### config.mk
export PLATFORM = sky130hd
export DESIGN_NAME = bus_arbiter_rr
export DESIGN_NICKNAME = d
export VERILOG_FILES = /design/src/rtl/bus_arbiter_pkg.sv /design/src/rtl/bus_arbiter_rr_pick.sv /design/src/rtl/bus_arbiter_rr.sv
export SDC_FILE = /design/constraint.sdc
export NUM_CORES = 1
export LEC_CHECK = 0
export ABC_AREA = 1
export BUFFER_PORTS_ARGS = -buffer_cell sky130_fd_sc_hd__buf_4
export CORE_MARGIN = 4
export CORE_UTILIZATION = 56
export CTS_CLUSTER_SIZE = 10
export DETAILED_ROUTE_END_ITERATION = 8
export GPL_TIMING_DRIVEN = 0
export PLACE_DENSITY = 0.78
export SYNTH_ARGS = -nofsm -noshare
export SYNTH_HDL_FRONTEND = slang
export SYNTH_SLANG_ARGS = --single-unit
### constraint.sdc
create_clock -name clock -period 2.25 [get_ports clock]
set_input_delay 0.1125 -clock clock [delete_from_list [all_inputs] [get_ports clock]]
set_output_delay 0.1125 -clock clock [all_outputs]
set_load 0.005 [all_outputs]
### src/rtl/bus_arbiter_pkg.sv
// Shared types, defaults and helpers for the round-robin bus arbiter.
package bus_arbiter_pkg;

  localparam int unsigned MAX_MASTERS       = 8;
  localparam int unsigned MAX_IDX_W         = 3;
  localparam int unsigned DEF_NR_MASTERS    = 4;
  localparam int unsigned DEF_BEGIN_TIMEOUT = 16;
  localparam int unsigned DEF_XFER_TIMEOUT  = 1024;

  typedef enum logic [1:0] {
    ST_IDLE  = 2'd0,
    ST_GRANT = 2'd1,
    ST_BUSY  = 2'd2,
    ST_KILL  = 2'd3
  } arb_state_e;

  // Binary index of a one-hot vector (OR of set positions, 0 when empty).
  function automatic logic [MAX_IDX_W-1:0] onehot_to_index(input logic [MAX_MASTERS-1:0] onehot);
    logic [MAX_IDX_W-1:0] idx;
    idx = '0;
    for (int unsigned i = 0; i < MAX_MASTERS; i++) begin
      if (onehot[i]) begin
        idx = idx | MAX_IDX_W'(i);
      end
    end
    return idx;
  endfunction

endpackage

### src/rtl/bus_arbiter_rr_pick.sv
// Combinational rotate-priority picker: first set request at or after the pointer, wrapping.
module bus_arbiter_rr_pick
  import bus_arbiter_pkg::*;
#(
  parameter int unsigned NR_MASTERS = DEF_NR_MASTERS,
  localparam int unsigned IDX_W     = $clog2(NR_MASTERS)
) (
  input  logic [NR_MASTERS-1:0] i_request,
  input  logic [IDX_W-1:0]      i_rr_pointer,
  output logic                  o_valid,
  output logic [NR_MASTERS-1:0] o_onehot,
  output logic [IDX_W-1:0]      o_index
);

  int unsigned w_cand;

  // Walk the requests in rotated order and keep the first hit.
  always_comb begin
    o_valid  = 1'b0;
    o_onehot = '0;
    w_cand   = 0;
    for (int unsigned i = 0; i < NR_MASTERS; i++) begin
      w_cand = (32'(i_rr_pointer) + i) % NR_MASTERS;
      if (!o_valid && i_request[IDX_W'(w_cand)]) begin
        o_valid                  = 1'b1;
        o_onehot[IDX_W'(w_cand)] = 1'b1;
      end
    end
  end

  assign o_index = IDX_W'(onehot_to_index(MAX_MASTERS'(o_onehot)));

endmodule

### src/rtl/bus_arbiter_rr.sv
// Round-robin arbiter for the shared system bus with begin timeout.
// Optional bus watchdog (KILL state, forced termination) enabled by BUS_ARB_WATCHDOG_EN.
module bus_arbiter_rr
  import bus_arbiter_pkg::*;
#(
  parameter int unsigned NR_MASTERS    = DEF_NR_MASTERS,
  parameter int unsigned BEGIN_TIMEOUT = DEF_BEGIN_TIMEOUT,
  parameter int unsigned XFER_TIMEOUT  = DEF_XFER_TIMEOUT
) (
  input  logic                  clock,
  input  logic                  reset,
  input  logic [NR_MASTERS-1:0] request,
  output logic [NR_MASTERS-1:0] granted,
  input  logic                  begin_transaction_in,
  input  logic                  end_transaction_in,
  input  logic                  error_in,
  output logic                  end_transaction_out,
  output logic                  error_out,
  output logic                  bus_idle
);

  localparam int unsigned     IDX_W     = $clog2(NR_MASTERS);
  localparam int unsigned     WAIT_W    = $clog2(BEGIN_TIMEOUT);
  localparam logic [IDX_W-1:0] LAST_IDX = IDX_W'(NR_MASTERS - 1);
  localparam logic [WAIT_W-1:0] WAIT_LAST = WAIT_W'(BEGIN_TIMEOUT - 1);

  if (NR_MASTERS < 2 || NR_MASTERS > MAX_MASTERS) begin : g_bad_nr_masters
    $error("bus_arbiter_rr: NR_MASTERS must be 2..8");
  end
  if (BEGIN_TIMEOUT < 2) begin : g_bad_begin_timeout
    $error("bus_arbiter_rr: BEGIN_TIMEOUT must be at least 2");
  end
  if (XFER_TIMEOUT < 2) begin : g_bad_xfer_timeout
    $error("bus_arbiter_rr: XFER_TIMEOUT must be at least 2");
  end

  arb_state_e            r_state, w_state_nxt;
  logic [NR_MASTERS-1:0] r_granted, w_granted_nxt;
  logic [IDX_W-1:0]      r_ptr, w_ptr_nxt;
  logic [IDX_W-1:0]      r_owner, w_owner_nxt;
  logic [WAIT_W-1:0]     r_wait_cnt, w_wait_cnt_nxt;

  logic                  w_pick_valid;
  logic [NR_MASTERS-1:0] w_pick_onehot;
  logic [IDX_W-1:0]      w_pick_index;
  logic [IDX_W-1:0]      w_owner_inc;
  logic                  w_owner_req;
  logic                  w_wait_done;
  logic                  w_term;

`ifdef BUS_ARB_WATCHDOG_EN
  localparam int unsigned     XFER_W    = $clog2(XFER_TIMEOUT) + 1;
  localparam logic [XFER_W-1:0] XFER_LAST = XFER_W'(XFER_TIMEOUT - 1);

  logic [XFER_W-1:0] r_xfer_cnt, w_xfer_cnt_nxt;
  logic              r_end_out, w_end_out_nxt;
  logic              r_err_out, w_err_out_nxt;
  logic              w_xfer_done;

  assign w_xfer_done = (r_xfer_cnt == XFER_LAST);
`endif

  bus_arbiter_rr_pick #(
    .NR_MASTERS (NR_MASTERS)
  ) u_pick (
    .i_request    (request),
    .i_rr_pointer (r_ptr),
    .o_valid      (w_pick_valid),
    .o_onehot     (w_pick_onehot),
    .o_index      (w_pick_index)
  );

  assign w_owner_inc = (r_owner == LAST_IDX) ? '0 : r_owner + IDX_W'(1);
  assign w_owner_req = request[r_owner];
  assign w_wait_done = (r_wait_cnt == WAIT_LAST);
  assign w_term      = end_transaction_in | error_in;

  // State and registered outputs.
  always_ff @(posedge clock) begin
    if (reset) begin
      r_state    <= ST_IDLE;
      r_granted  <= '0;
      r_ptr      <= '0;
      r_owner    <= '0;
      r_wait_cnt <= '0;
`ifdef BUS_ARB_WATCHDOG_EN
      r_xfer_cnt <= '0;
      r_end_out  <= 1'b0;
      r_err_out  <= 1'b0;
`endif
    end else begin
      r_state    <= w_state_nxt;
      r_granted  <= w_granted_nxt;
      r_ptr      <= w_ptr_nxt;
      r_owner    <= w_owner_nxt;
      r_wait_cnt <= w_wait_cnt_nxt;
`ifdef BUS_ARB_WATCHDOG_EN
      r_xfer_cnt <= w_xfer_cnt_nxt;
      r_end_out  <= w_end_out_nxt;
      r_err_out  <= w_err_out_nxt;
`endif
    end
  end

  // Next-state decision.
  always_comb begin
    w_state_nxt = r_state;
    case (r_state)
      ST_IDLE: begin
        if (w_pick_valid) begin
          w_state_nxt = ST_GRANT;
        end
      end
      ST_GRANT: begin
        if (begin_transaction_in) begin
          w_state_nxt = ST_BUSY;
        end else if (!w_owner_req || w_wait_done) begin
          w_state_nxt = ST_IDLE;
        end
      end
      ST_BUSY: begin
        if (w_term) begin
          w_state_nxt = ST_IDLE;
        end
`ifdef BUS_ARB_WATCHDOG_EN
        else if (w_xfer_done) begin
          w_state_nxt = ST_KILL;
        end
`endif
      end
      default: begin
        w_state_nxt = ST_IDLE;
      end
    endcase
  end

  // Next values of grant, pointer, owner, counters and watchdog strobes.
  always_comb begin
    w_granted_nxt  = r_granted;
    w_ptr_nxt      = r_ptr;
    w_owner_nxt    = r_owner;
    w_wait_cnt_nxt = '0;
`ifdef BUS_ARB_WATCHDOG_EN
    w_xfer_cnt_nxt = '0;
    w_end_out_nxt  = 1'b0;
    w_err_out_nxt  = 1'b0;
`endif
    case (r_state)
      ST_IDLE: begin
        if (w_pick_valid) begin
          w_granted_nxt = w_pick_onehot;
          w_owner_nxt   = w_pick_index;
        end
      end
      ST_GRANT: begin
        if (w_state_nxt == ST_GRANT) begin
          w_wait_cnt_nxt = (r_wait_cnt == '1) ? r_wait_cnt : r_wait_cnt + WAIT_W'(1);
        end else if (w_state_nxt == ST_IDLE) begin
          w_granted_nxt = '0;
          w_ptr_nxt     = w_owner_inc;
        end
      end
      ST_BUSY: begin
        if (w_state_nxt != ST_BUSY) begin
          w_granted_nxt = '0;
          w_ptr_nxt     = w_owner_inc;
        end
`ifdef BUS_ARB_WATCHDOG_EN
        if (w_state_nxt == ST_BUSY) begin
          w_xfer_cnt_nxt = (r_xfer_cnt == '1) ? r_xfer_cnt : r_xfer_cnt + XFER_W'(1);
        end
        if (w_state_nxt == ST_KILL) begin
          w_end_out_nxt = 1'b1;
          w_err_out_nxt = 1'b1;
        end
`endif
      end
      default: begin
        w_granted_nxt = '0;
      end
    endcase
  end

  assign granted  = r_granted;
  assign bus_idle = (r_state == ST_IDLE);

`ifdef BUS_ARB_WATCHDOG_EN
  assign end_transaction_out = r_end_out;
  assign error_out           = r_err_out;
`else
  assign end_transaction_out = 1'b0;
  assign error_out           = 1'b0;
`endif

endmodule

==> Word level (Yosys, flattened, before mapping) <==
Index checks and enable logic that the tools add are counted.
{ "word_totals": {"reg_bits": 14, "input_bits": 9, "out_inout_bits": 7, "elab_cells": 98} }
{ "classes": {"addsub": 5, "magnitude_cmp": 9, "n_eq_ne": 10, "muxes": 44, "bitwise": 6, "reduce_logical": 19} }
{ "ops": {"columns": ["op", "count"], "rows": [
  ["4-bit 2-to-1 mux", 8],
  ["2-bit 2-to-1 mux", 10],
  ["2-bit by 3-bit less-than comparator with 1-bit output, second input constant", 5],
  ["1-bit 2-to-1 mux", 14],
  ["4-bit bitwise OR", 3],
  ["4-bit case mux with 3 select lines", 1],
  ["1-bit binary-select mux with 2-bit select", 5],
  ["1-bit demux with 2-bit select", 4],
  ["2-bit by 1-bit greater-or-equal comparator with 1-bit output, second input constant", 4],
  ["2-bit inequality test, second input constant", 4],
  ["4-bit AND reduction", 2],
  ["1-bit logical AND", 7],
  ["2-bit case mux with 3 select lines", 1],
  ["2-bit by 1-bit adder with 2-bit output, second input constant", 2],
  ["2-bit adder, second input constant", 2],
  ["4-bit by 1-bit adder with 4-bit output, second input constant", 1],
  ["2-bit by 1-bit equality test with 1-bit output, second input constant", 2],
  ["2-bit equality test, second input constant", 2],
  ["4-bit equality test, second input constant", 1],
  ["1-bit logical NOT", 4],
  ["2-bit logical NOT", 2],
  ["2-bit case mux with 2 select lines", 1],
  ["3-bit OR reduction", 1],
  ["2-bit by 1-bit inequality test with 1-bit output, second input constant", 1],
  ["5 further kinds", 6]
]} }

==> Logic depth before layout (Yosys ltp) <==
{ "depth": {"ltp_word": 18, "ltp_mapped": 12, "ltp_nobuf": 11} }

==> By module <==
From an unflattened synthesis, not the netlist that was laid out.
{ "hier_totals": {"hier_cells": 182, "hier_area_um2": 1249.9} }
{ "by_module_without_submodules": {"columns": ["mod", "n_inst", "cells_each", "area_each_um2", "seq_area_each_um2"], "rows": [
  ["bus_arbiter_rr", 1, 99, 755.7, 280.3],
  ["bus_arbiter_rr_pick", 1, 83, 494.2, 0.0]
]} }

==> Worst setup path before layout <==
No wires, ideal clock.
{ "synth_timing": {"kind": "register -> register", "startpoint": "register r_ptr[1]", "endpoint": "register r_owner[1]", "setup_ns": 0.117, "arrival_time_ns": 1.699, "t_required_ns": 2.133, "setup_slack_ns": 0.434, "stages_incl_launch_ff": 12, "n_path_buf": 0, "period_less_slack_ns": 1.816, "path_cell_list": "dfxtp_1 -> inv_1 -> ha_1 -> inv_1 -> nand3_1 -> nand2_4 -> nand3_2 -> nor2_1 -> nor2_1 -> nand3_1 -> nor2_1 -> nor2_1"} }
{ "synth_between": {"elab_chain_len": 14, "elab_cells_between_ends": 51, "cone_classes": "add/sub: 3; order compare: 8; mux: 26; bitwise: 3; reduce/logical: 11"} }
{ "synth_lines": {"columns": ["element", "line", "text"], "rows": [
  ["from (decl)", "bus_arbiter_rr.sv:39", "logic [IDX_W-1:0] r_ptr, w_ptr_nxt;"],
  ["from (signal assigned)", "bus_arbiter_rr.sv:94", "r_ptr <= w_ptr_nxt;"],
  ["parallel branches: the longest is 14 deep, another holds 2-bit by 3-bit less-than comparator with 1-bit output", null, null],
  ["to (signal assigned)", "bus_arbiter_rr.sv:95", "r_owner <= w_owner_nxt;"],
  ["to (decl)", "bus_arbiter_rr.sv:40", "logic [IDX_W-1:0] r_owner, w_owner_nxt;"]
]} }
Several ways; the timed one is not identified. The select of a mux whose other input is x is not followed.
A chain may end at the register's enable or synchronous reset.

==> Worst setup path in the final report <==
Same ends and word-level chain as after synthesis.

==> metrics <==
Worst Setup Start Kind flop; clock buffer depth 2; crit path DAT 2.19 ns; layout cells sized above 1 19.0%; CP max FO 9; hold_buf cts 0; P_leak 0.671 nW; Top FF cell, synth dfxtp_1; top-count cell post-synth nand2_1; ANT cells 0; post-route worst setup slack 0.229 ns; Yosys cell types 23; Setup TNS 0 ns; Via density 5.07; register bit count reported by yosys 14; ANT nets after route 0; combinational power share 60.5%; EDFF count, synth 0; Clk network pwr share 12.9%; Fin. Hold Viols 0; number of CTS-inserted buffers 3; Ports 16; nets@finish 219; clock root buffer clkbuf_4; Critical R2R Launch r_ptr[1]$_SDFFE_PP0P_; floorplan core area 1960 sq um; CTS tree done; Die Y 53.6 um; Reg power frac 26.7%; worst vdd ir 0.742 mV; Std-Cell Rows 16; final max-slew violation count 0; CP endpoint r_owner[1]$_SDFFE_PP0P_; Post-DP HPWL 1980 um; reg2reg end r_owner[1]$_SDFFE_PP0P_; I/O Buffers 13; critical path capture point type flop; yosys warns 0; RSZ-0062 raised after global routing false; Max Cap Viol 0; number of cells on the worst reg-to-reg path 11; Setup CP Type flop to flop; Post-Route Utilization 68.0%; first-pass GRT wire length 4420 um; Post-Place Worst Slack 0.126 ns; DIE WIDTH 53.6 um; Min-Delay Path Class input pin to flop; post-synthesis instance area 1160 sq um; Starting Density 59.2%; post-layout minimum cycle time 2.02 ns; Worst-path clk slew 0.09 ns; share of the synthesized area in the top cell type 24.1%; initial DRC count 33; worst reg2reg setup slack 0.23 ns; latest clock arrival within the worst-skew pair 0.28 ns; die area 2870 sq um; gr usage total 20.6%; Critical Path Source r_ptr[1]$_SDFFE_PP0P_; FILL cells 196; routability cong. 0.839; fin crit share 89.8%; vias in the first global route 1072; Fmax 495 MHz; Switching Power 0.689 mW; drt wl/cell 10.9 um; largest net degree at the start of global routing 11; Cells after Synth 182; fraction of registers with async set/reset 0%; Avg Synthesized Cell Area 6.39 sq um; sequential element share of the synthesized area 24.1%; power per cell area 1050 nW/um^2; # setup viols final 0; antenna violations before repair 0; Hold Slack 0.0322 ns; # DRC 0; Switching Share 49.0%; DR vias 1151; status finished, final reports clean; clk sinks 14; GR Overflow Total 0; worst path required time 2.42 ns; CTS H-tree depth 1; largest area contributor in the netlist dfxtp_1; top cells by count, synth nand2_1 (48), nand3_1 (26), nor2_1 (26); clk_skew 0.0108 ns; Syn-to-layout area delta 14.9%; router iterations before antenna repair 4; final wirelength 2470 um; internal power 0.716 mW; top cells by area, synth dfxtp_1 (24%), nand2_1 (16%), nand3_1 (11%)
==> worst max-delay path, stage by stage, from the launching register on <==
cell	delay, ns
dfxtp_2	0.46
inv_1	0.18
ha_1	0.38
inv_1	0.09
nand3_1	0.13
nand2_4	0.08
nand3_2	0.11
nor2_1	0.05
nor2_1	0.13
nand3_1	0.11
nor2_1	0.13
nor2_1	0.06
==> power groups by stage <==
stage / sequential [mW] / combinational, mW / clock [mW]
floorplan: 0.365 / 0.650 / 0
global placement: 0.373 / 0.816 / 0
detailed placement: 0.377 / 0.842 / 0
CTS: 0.371 / 0.845 / 0.186
global route: 0.383 / 0.971 / 0.200
finish: 0.375 / 0.850 / 0.181
==> area by class of cell <==
type	instances	area [sq um]	area share [%]
multi-input cells	142	764	57.3
flip-flops and latches	14	282	21.1
repair buffers	13	97.6	7.31
inverters	24	95.1	7.12
clock buffers	4	36.3	2.72
well taps	27	33.8	2.53
plain buffers	3	26.3	1.97
==> metal layers <==
metal | wire [um] | GRT usage, % | part of all wire [%] | vias to the layer above
met4 | 24 | 5.53 | 0.97 | 0
li1 | - | - | - | 608
met3 | 83 | 5.26 | 3.4 | 4
met2 | 1210 | 35.3 | 49 | 20
met1 | 1150 | 25.5 | 47 | 519
met5 | 0 | 0 | 0 | -
==> logic make-up after synthesis <==
group / synth area share (%)
and+or+nand+nor: 49.6
buffers and inverters: 10.4
DFF: 24.1
AOI/OAI and AO/OA: 5.81
adders and majority gates: 9.69
other: 0.323
==> flip-flops by register name, summed over array words and instances (netlist names) <==
name        cells
granted         4
r_wait_cnt      4
r_owner         2
r_ptr           2
r_state         2
==> cells in the final DEF, fill, tap and decap left out, types with 2 or more instances in the layout <==
cell	count
nor3_1	2
nand2_2	5
buf_4	15
nand2_4	3
inv_1	22
clkbuf_4	3
nand3_1	26
nand2_1	48
a21oi_1	7
nand3_4	3
o21ai_0	5
conb_1	2
ha_1	9
dfxtp_1	13
nor2_1	26
==> how the worst min path moves through the flow <==
stage          start                      end  slack (ns)  depth (start not counted)
2_1_floorplan  reset  granted[0]$_SDFFE_PP0P_        0.18                          1
3_3_place_gp   reset  granted[0]$_SDFFE_PP0P_        0.33                          2
3_5_place_dp   reset    r_state[1]$_SDFF_PP0_        0.33                          2
4_1_cts        reset  granted[3]$_SDFFE_PP0P_        0.03                          2
5_1_grt        reset  granted[3]$_SDFFE_PP0P_        0.03                          2
6_report       reset  granted[0]$_SDFFE_PP0P_        0.03                          2
==> what timing repair did <==
| item | CTS | global route |
|---|---|---|
| hold endpoints to repair | 0 | 0 |
| setup endpoints to repair | 0 | 6 |
| gates resized for setup | 0 | 1 |
| buffers inserted | 0 | 0 |
==> metrics by stage <==
| step | instances | instance area, sq um | power (mW) |
|---|---|---|---|
| after global routing | 227 | 1340 | 1.55 |
| after CTS | 227 | 1330 | 1.40 |
| after detailed placement | 223 | 1300 | 1.22 |
| after global placement | 223 | 1300 | 1.19 |
| final | 227 | 1340 | 1.41 |
| after floorplan | 183 | 1170 | 1.02 |
Power figures use the tool's default switching activity.
